===== config.mk =====
export PLATFORM = sky130hd
export DESIGN_NAME = trng_batch_collector
export DESIGN_NICKNAME = d
export VERILOG_FILES = /design/src/rtl/trng_batch_collector.sv
export SDC_FILE = /design/constraint.sdc
export NUM_CORES = 1
export LEC_CHECK = 0
export BUFFER_PORTS_ARGS = -buffer_cell sky130_fd_sc_hd__buf_2
export CORE_MARGIN = 2
export CORE_UTILIZATION = 48
export DETAILED_ROUTE_END_ITERATION = 10
export PLACE_DENSITY_LB_ADDON = 0.05
export SLEW_MARGIN = 20
export SYNTH_ARGS = -nofsm -noshare
export SYNTH_HDL_FRONTEND = slang
export SYNTH_SLANG_ARGS = --single-unit

===== constraint.sdc =====
create_clock -name iClk -period 1.8 [get_ports iClk]
set_clock_uncertainty 0.2 [all_clocks]
set_input_delay 0.36 -clock iClk [delete_from_list [all_inputs] [get_ports iClk]]
set_output_delay 0.36 -clock iClk [all_outputs]
set_load 0.01 [all_outputs]

===== src/rtl/trng_batch_collector.sv =====
// Collects a serial entropy bit stream (XOR of channels or one selected channel) into
// DATA_WIDTH-bit words and writes BATCH_SIZE of them to memory. Define RCT_EN for the repetition-count health test.
module trng_batch_collector #(
    parameter int NUM_CH         = 4,
    parameter int DATA_WIDTH     = 8,
    parameter int BATCH_SIZE     = 1000,
    parameter int MEM_ADDR_WIDTH = $clog2(BATCH_SIZE),
    parameter int RCT_CUTOFF     = 32,
    parameter int CH_SEL_W       = (NUM_CH > 1) ? $clog2(NUM_CH) : 1
) (
    input  logic                      iClk,
    input  logic                      iRst,
    input  logic                      iStart,
    input  logic                      iMode,
    input  logic [CH_SEL_W-1:0]       iChSel,
    input  logic [NUM_CH-1:0]         iBits,
    input  logic                      iValid,
    output logic                      oMemWe,
    output logic [MEM_ADDR_WIDTH-1:0] oMemAddr,
    output logic [DATA_WIDTH-1:0]     oMemDin,
    output logic                      oBusy,
    output logic                      oDone,
    output logic                      oHealthFail
);

    localparam int BIT_W = (DATA_WIDTH > 1) ? $clog2(DATA_WIDTH) : 1;

    typedef enum logic [1:0] {IDLE, COLLECT, DONE, FAIL} state_t;

    state_t                    state, state_n;
    logic [BIT_W-1:0]          bit_cnt;
    logic [MEM_ADDR_WIDTH-1:0] word_idx;
    logic [DATA_WIDTH-2:0]     shreg;
    logic [DATA_WIDTH-1:0]     shreg_n;
    logic                      sel_bit, take, word_end, last_word, start_ok, trip;

    // Out-of-range channel indices fall back to channel 0
    always_comb begin
        sel_bit = ^iBits;
        if (iMode) begin
            sel_bit = iBits[0];
            for (int i = 1; i < NUM_CH; i++)
                if (iChSel == CH_SEL_W'(i)) sel_bit = iBits[i];
        end
    end

    always_comb begin
        take      = (state == COLLECT) && iValid;
        word_end  = take && (bit_cnt == BIT_W'(DATA_WIDTH - 1));
        last_word = (word_idx == MEM_ADDR_WIDTH'(BATCH_SIZE - 1));
        start_ok  = iStart && (state != COLLECT);
        shreg_n   = {shreg, sel_bit};
    end

`ifdef RCT_EN
    localparam int RUN_W = $clog2(RCT_CUTOFF + 1);

    logic [RUN_W-1:0] run_cnt, run_next;
    logic             run_bit;

    always_comb begin
        run_next = RUN_W'(1);
        if (run_cnt != '0 && sel_bit == run_bit) run_next = run_cnt + RUN_W'(1);
        trip = take && (run_next == RUN_W'(RCT_CUTOFF));
    end

    always_ff @(posedge iClk) begin
        if (iRst || start_ok) begin
            run_cnt <= '0;
            run_bit <= 1'b0;
        end else if (take) begin
            run_cnt <= run_next;
            run_bit <= sel_bit;
        end
    end

    assign oHealthFail = (state == FAIL);
`else
    logic unused_rct_cutoff;
    assign unused_rct_cutoff = (RCT_CUTOFF != 0);
    assign trip        = 1'b0;
    assign oHealthFail = 1'b0;
`endif

    always_ff @(posedge iClk) begin
        if (iRst) state <= IDLE;
        else      state <= state_n;
    end

    always_comb begin
        state_n = state;
        case (state)
            COLLECT: begin
                if (trip)                       state_n = FAIL;
                else if (word_end && last_word) state_n = DONE;
            end
            default: if (iStart) state_n = COLLECT;
        endcase
    end

    assign oBusy = (state == COLLECT);
    assign oDone = (state == DONE);

    // The final write lands in the same cycle DONE is entered
    always_ff @(posedge iClk) begin
        if (iRst) begin
            bit_cnt  <= '0;
            word_idx <= '0;
            shreg    <= '0;
            oMemWe   <= 1'b0;
            oMemAddr <= '0;
            oMemDin  <= '0;
        end else begin
            oMemWe <= 1'b0;
            if (start_ok) begin
                bit_cnt  <= '0;
                word_idx <= '0;
                shreg    <= '0;
                oMemAddr <= '0;
                oMemDin  <= '0;
            end else if (take) begin
                shreg <= shreg_n[DATA_WIDTH-2:0];
                if (word_end) begin
                    bit_cnt <= '0;
                    if (!trip) begin
                        oMemWe   <= 1'b1;
                        oMemDin  <= shreg_n;
                        oMemAddr <= word_idx;
                        if (!last_word) word_idx <= word_idx + MEM_ADDR_WIDTH'(1);
                    end
                end else begin
                    bit_cnt <= bit_cnt + BIT_W'(1);
                end
            end
        end
    end

endmodule


==> flow_metrics.env <==
export IMPL_syn2layout_area_growth_pct=23.2
export IMPL_status="finished, final reports clean"
export IMPL_cts_htree_levels=2
export IMPL_routedWlPerCell_um=12.4
export IMPL_rsz0062_at_grt="true"
export IMPL_pin_count=33
export IMPL_first_pass_iters=4
export IMPL_grt_overflow=0
export IMPL_power_mw=1.62
export IMPL_wirelength_um=3590
export IMPL_cp_arrival_ns=1.90
export IMPL_die_h_um=63.7
export IMPL_synth_edff_count=0
export IMPL_cts_max_path_buffers=2
export IMPL_drtIter0Drc=109
export IMPL_grt_max_degree=17
export IMPL_layout_nets=256
export IMPL_ys_warn_count=0
export IMPL_place_inst=277
export IMPL_maxCapViolations=0
export IMPL_core_um2=3390
export IMPL_slowest_delay_ns=0.35
export IMPL_finalNonFillerCells=289
export IMPL_cts_tree="yes"
export IMPL_synth_top_area_share_pct=48.0
export IMPL_synth_main_ff_cell="dfxtp_1"
export IMPL_yosys_area_top_type="dfxtp_1"
export IMPL_clockRootBuffer="clkbuf_4"
export IMPL_syn_nets=216
export IMPL_seq_area_um2=823
export IMPL_multi_input_area_um2=882
export IMPL_antenna_found_initial=0
export IMPL_cts_sinks=41
export IMPL_cts_made_buffers=5
export IMPL_ir_drop_mv=0.511
export IMPL_yosysSeqAreaShare_pct=48.0
export IMPL_synthTopCellsByCount="nand2_1, dfxtp_1, a21oi_1, nor2_1, buf_2"
export IMPL_setup_violations_final=0
export IMPL_cp_end_kind="register"
export IMPL_synth_cell_type_count=36
export IMPL_gp_congestion=0.826
export IMPL_synthTopCellsByArea="dfxtp_1, nand2_1, a21oi_1"
export IMPL_period_needed_ns=1.79
export IMPL_worstSetupPathType="register to register"
export IMPL_die_area_um2=4060
export IMPL_drv_slew=0
export IMPL_clk_pin_slew_ns=0.12
export IMPL_postSynthCellCount=202
export IMPL_viasPerCell=5.18
export IMPL_tns_ns=0
export IMPL_p_leak_nw=0.843
export IMPL_ys_ff_latch=41
export IMPL_start_kind="register"
export IMPL_drive_gt1_share_pct=27.2
export IMPL_start_util_pct=50.5
export IMPL_syn_cell_area_um2=1710
export IMPL_fill_cells=324
export IMPL_worst_skew_pair_late_latency_ns=0.36
export IMPL_ant_nets=0
export IMPL_critPathBufInv=2
export IMPL_fmaxAchievable_ghz=0.558
export IMPL_crit_chain="ha_4 > ha_4 > and4b_2 > buf_4 > buf_4 > a21o_1 > a21oi_2"
export IMPL_hold_path_class="input port to register"
export IMPL_grt_util_all_layers_pct=19.5
export IMPL_synth_most_common_cell="nand2_1"
export IMPL_grt_pass1_wl_um=6120
export IMPL_rows=21
export IMPL_grt_pass1_vias=1364
export IMPL_dp_hpwl_um=2520
export IMPL_crit_slowest_cell="dfxtp_2"
export IMPL_via_count=1498
export IMPL_hold_ws_ns=0.122
export IMPL_avgSynthCellArea_um2=8.47
export IMPL_fp_dieW_um=63.7
export IMPL_cp_top_family="flip-flops"
export IMPL_port_buffers=31
export IMPL_critPathMaxFanout=10
export IMPL_synthArstFlopShare_pct=0
export IMPL_power_density_nw_per_um2=766
export IMPL_drc=0
export IMPL_n_antenna_cell=0
export IMPL_finalHoldViolCount=0
export IMPL_crit_required_ns=1.91
export IMPL_min_period_over_period_pct=99.5
-- sequential cells by signal, summed over array words and instances, names as in the netlist --
signal,flops
oMemAddr,10
word_idx,10
oMemDin,8
shreg,7
bit_cnt,3
state,2
oMemWe,1
-- report_power, final --
| group | switching [mW] | internal (mW) | total (mW) | leakage (nW) |
|---|---|---|---|---|
| logic | 0.0549 | 0.0388 | 0.0937 | 0.470 |
| registers | 0.00503 | 0.911 | 0.916 | 0.331 |
| clock network | 0.312 | 0.294 | 0.606 | 0.0414 |
| total | 0.372 | 1.24 | 1.62 | 0.843 |
-- tightest hold or removal path, cell delays in order --
cell and delay (ns):
buf_2 0.10, o211a_1 0.15, nor3_1 0.04
-- repair_timing --
| action | CTS | global route |
|---|---|---|
| pin swaps | 3 | 3 |
| hold endpoints to repair | 3 | 0 |
| hold buffers | 1 | 0 |
| buffers inserted | 1 | 2 |
| endpoints found under the setup margin | 8 | 10 |
| gates resized for setup | 5 | 8 |
-- stage by stage --
| stage | setup slack, ns | util (%) | cell area (µm²) |
|---|---|---|---|
| 2_1_floorplan | 0.0166 | - | 1710 |
| 5_1_grt | -0.0675 | 62.2 | 2110 |
| 6_report | 0.00842 | 62.2 | 2110 |
| 3_5_place_dp | -0.126 | 57.1 | 1940 |
| 3_3_place_gp | -0.0426 | 57.1 | 1940 |
| 4_1_cts | 0.00756 | 60.6 | 2050 |
-- placed cells by master, fill, tap and decap left out, drive strengths merged, types with 2 or more instances in the layout --
master   n
xnor2    7
clkbuf   5
buf     43
ha       3
or3      2
a21oi   30
nand4b   2
nor2    13
o211a    2
nand3b   3
nor3     6
inv      2
nand2   56
nor2b    2
nor4     2
nand4    2
nand3    3
dfxtp   41
mux2i    3
o21ai    2
-- kinds of logic (layout without fill, tap and decap cells) --
logic type | after synthesis | after routing | synth area share [%]
compound gates | 36 | 36 | 11.7
xor+xnor | 8 | 8 | 4.09
fa+ha+maj | 3 | 3 | 2.19
buf+inv | 13 | 54 | 3.87
flops | 41 | 41 | 48.0
mux | 4 | 4 | 3.07
other cells | 1 | 1 | 0.219
simple gates | 96 | 96 | 26.9
-- per-layer routing --
metal  wire, µm  global-route usage, %  vias up
li1           -                      -      761
met1       1640                   23.2      703
met2       1790                   33.4       30
met3        142                   4.29        4
met4         24                   8.97        0
met5          0                      0        -
-- area by class of cell --
type,instances,share of cell area [%]
inverter,2,0.356
tap,46,2.73
clock inverter,3,2.19
clock buffer,5,1.78
timing repair buffer,44,12.1
multi-input combinational,148,41.8
sequential,41,39.0
-- worst paths after layout --
| kind | start | endpoint | slack (ns) | depth (start not counted) |
|---|---|---|---|---|
| worst min register to register | oMemAddr[9] | oMemAddr[9] | 0.26 | 2 |
| worst max-delay path | bit_cnt[1] | state[0] | 0.008 | 7 |
| worst max register to register | bit_cnt[1] | state[0] | 0.008 | 7 |
| worst min-delay path | iMode | shreg[0] | 0.12 | 3 |
Note: power is estimated with default switching activity, not from simulation.
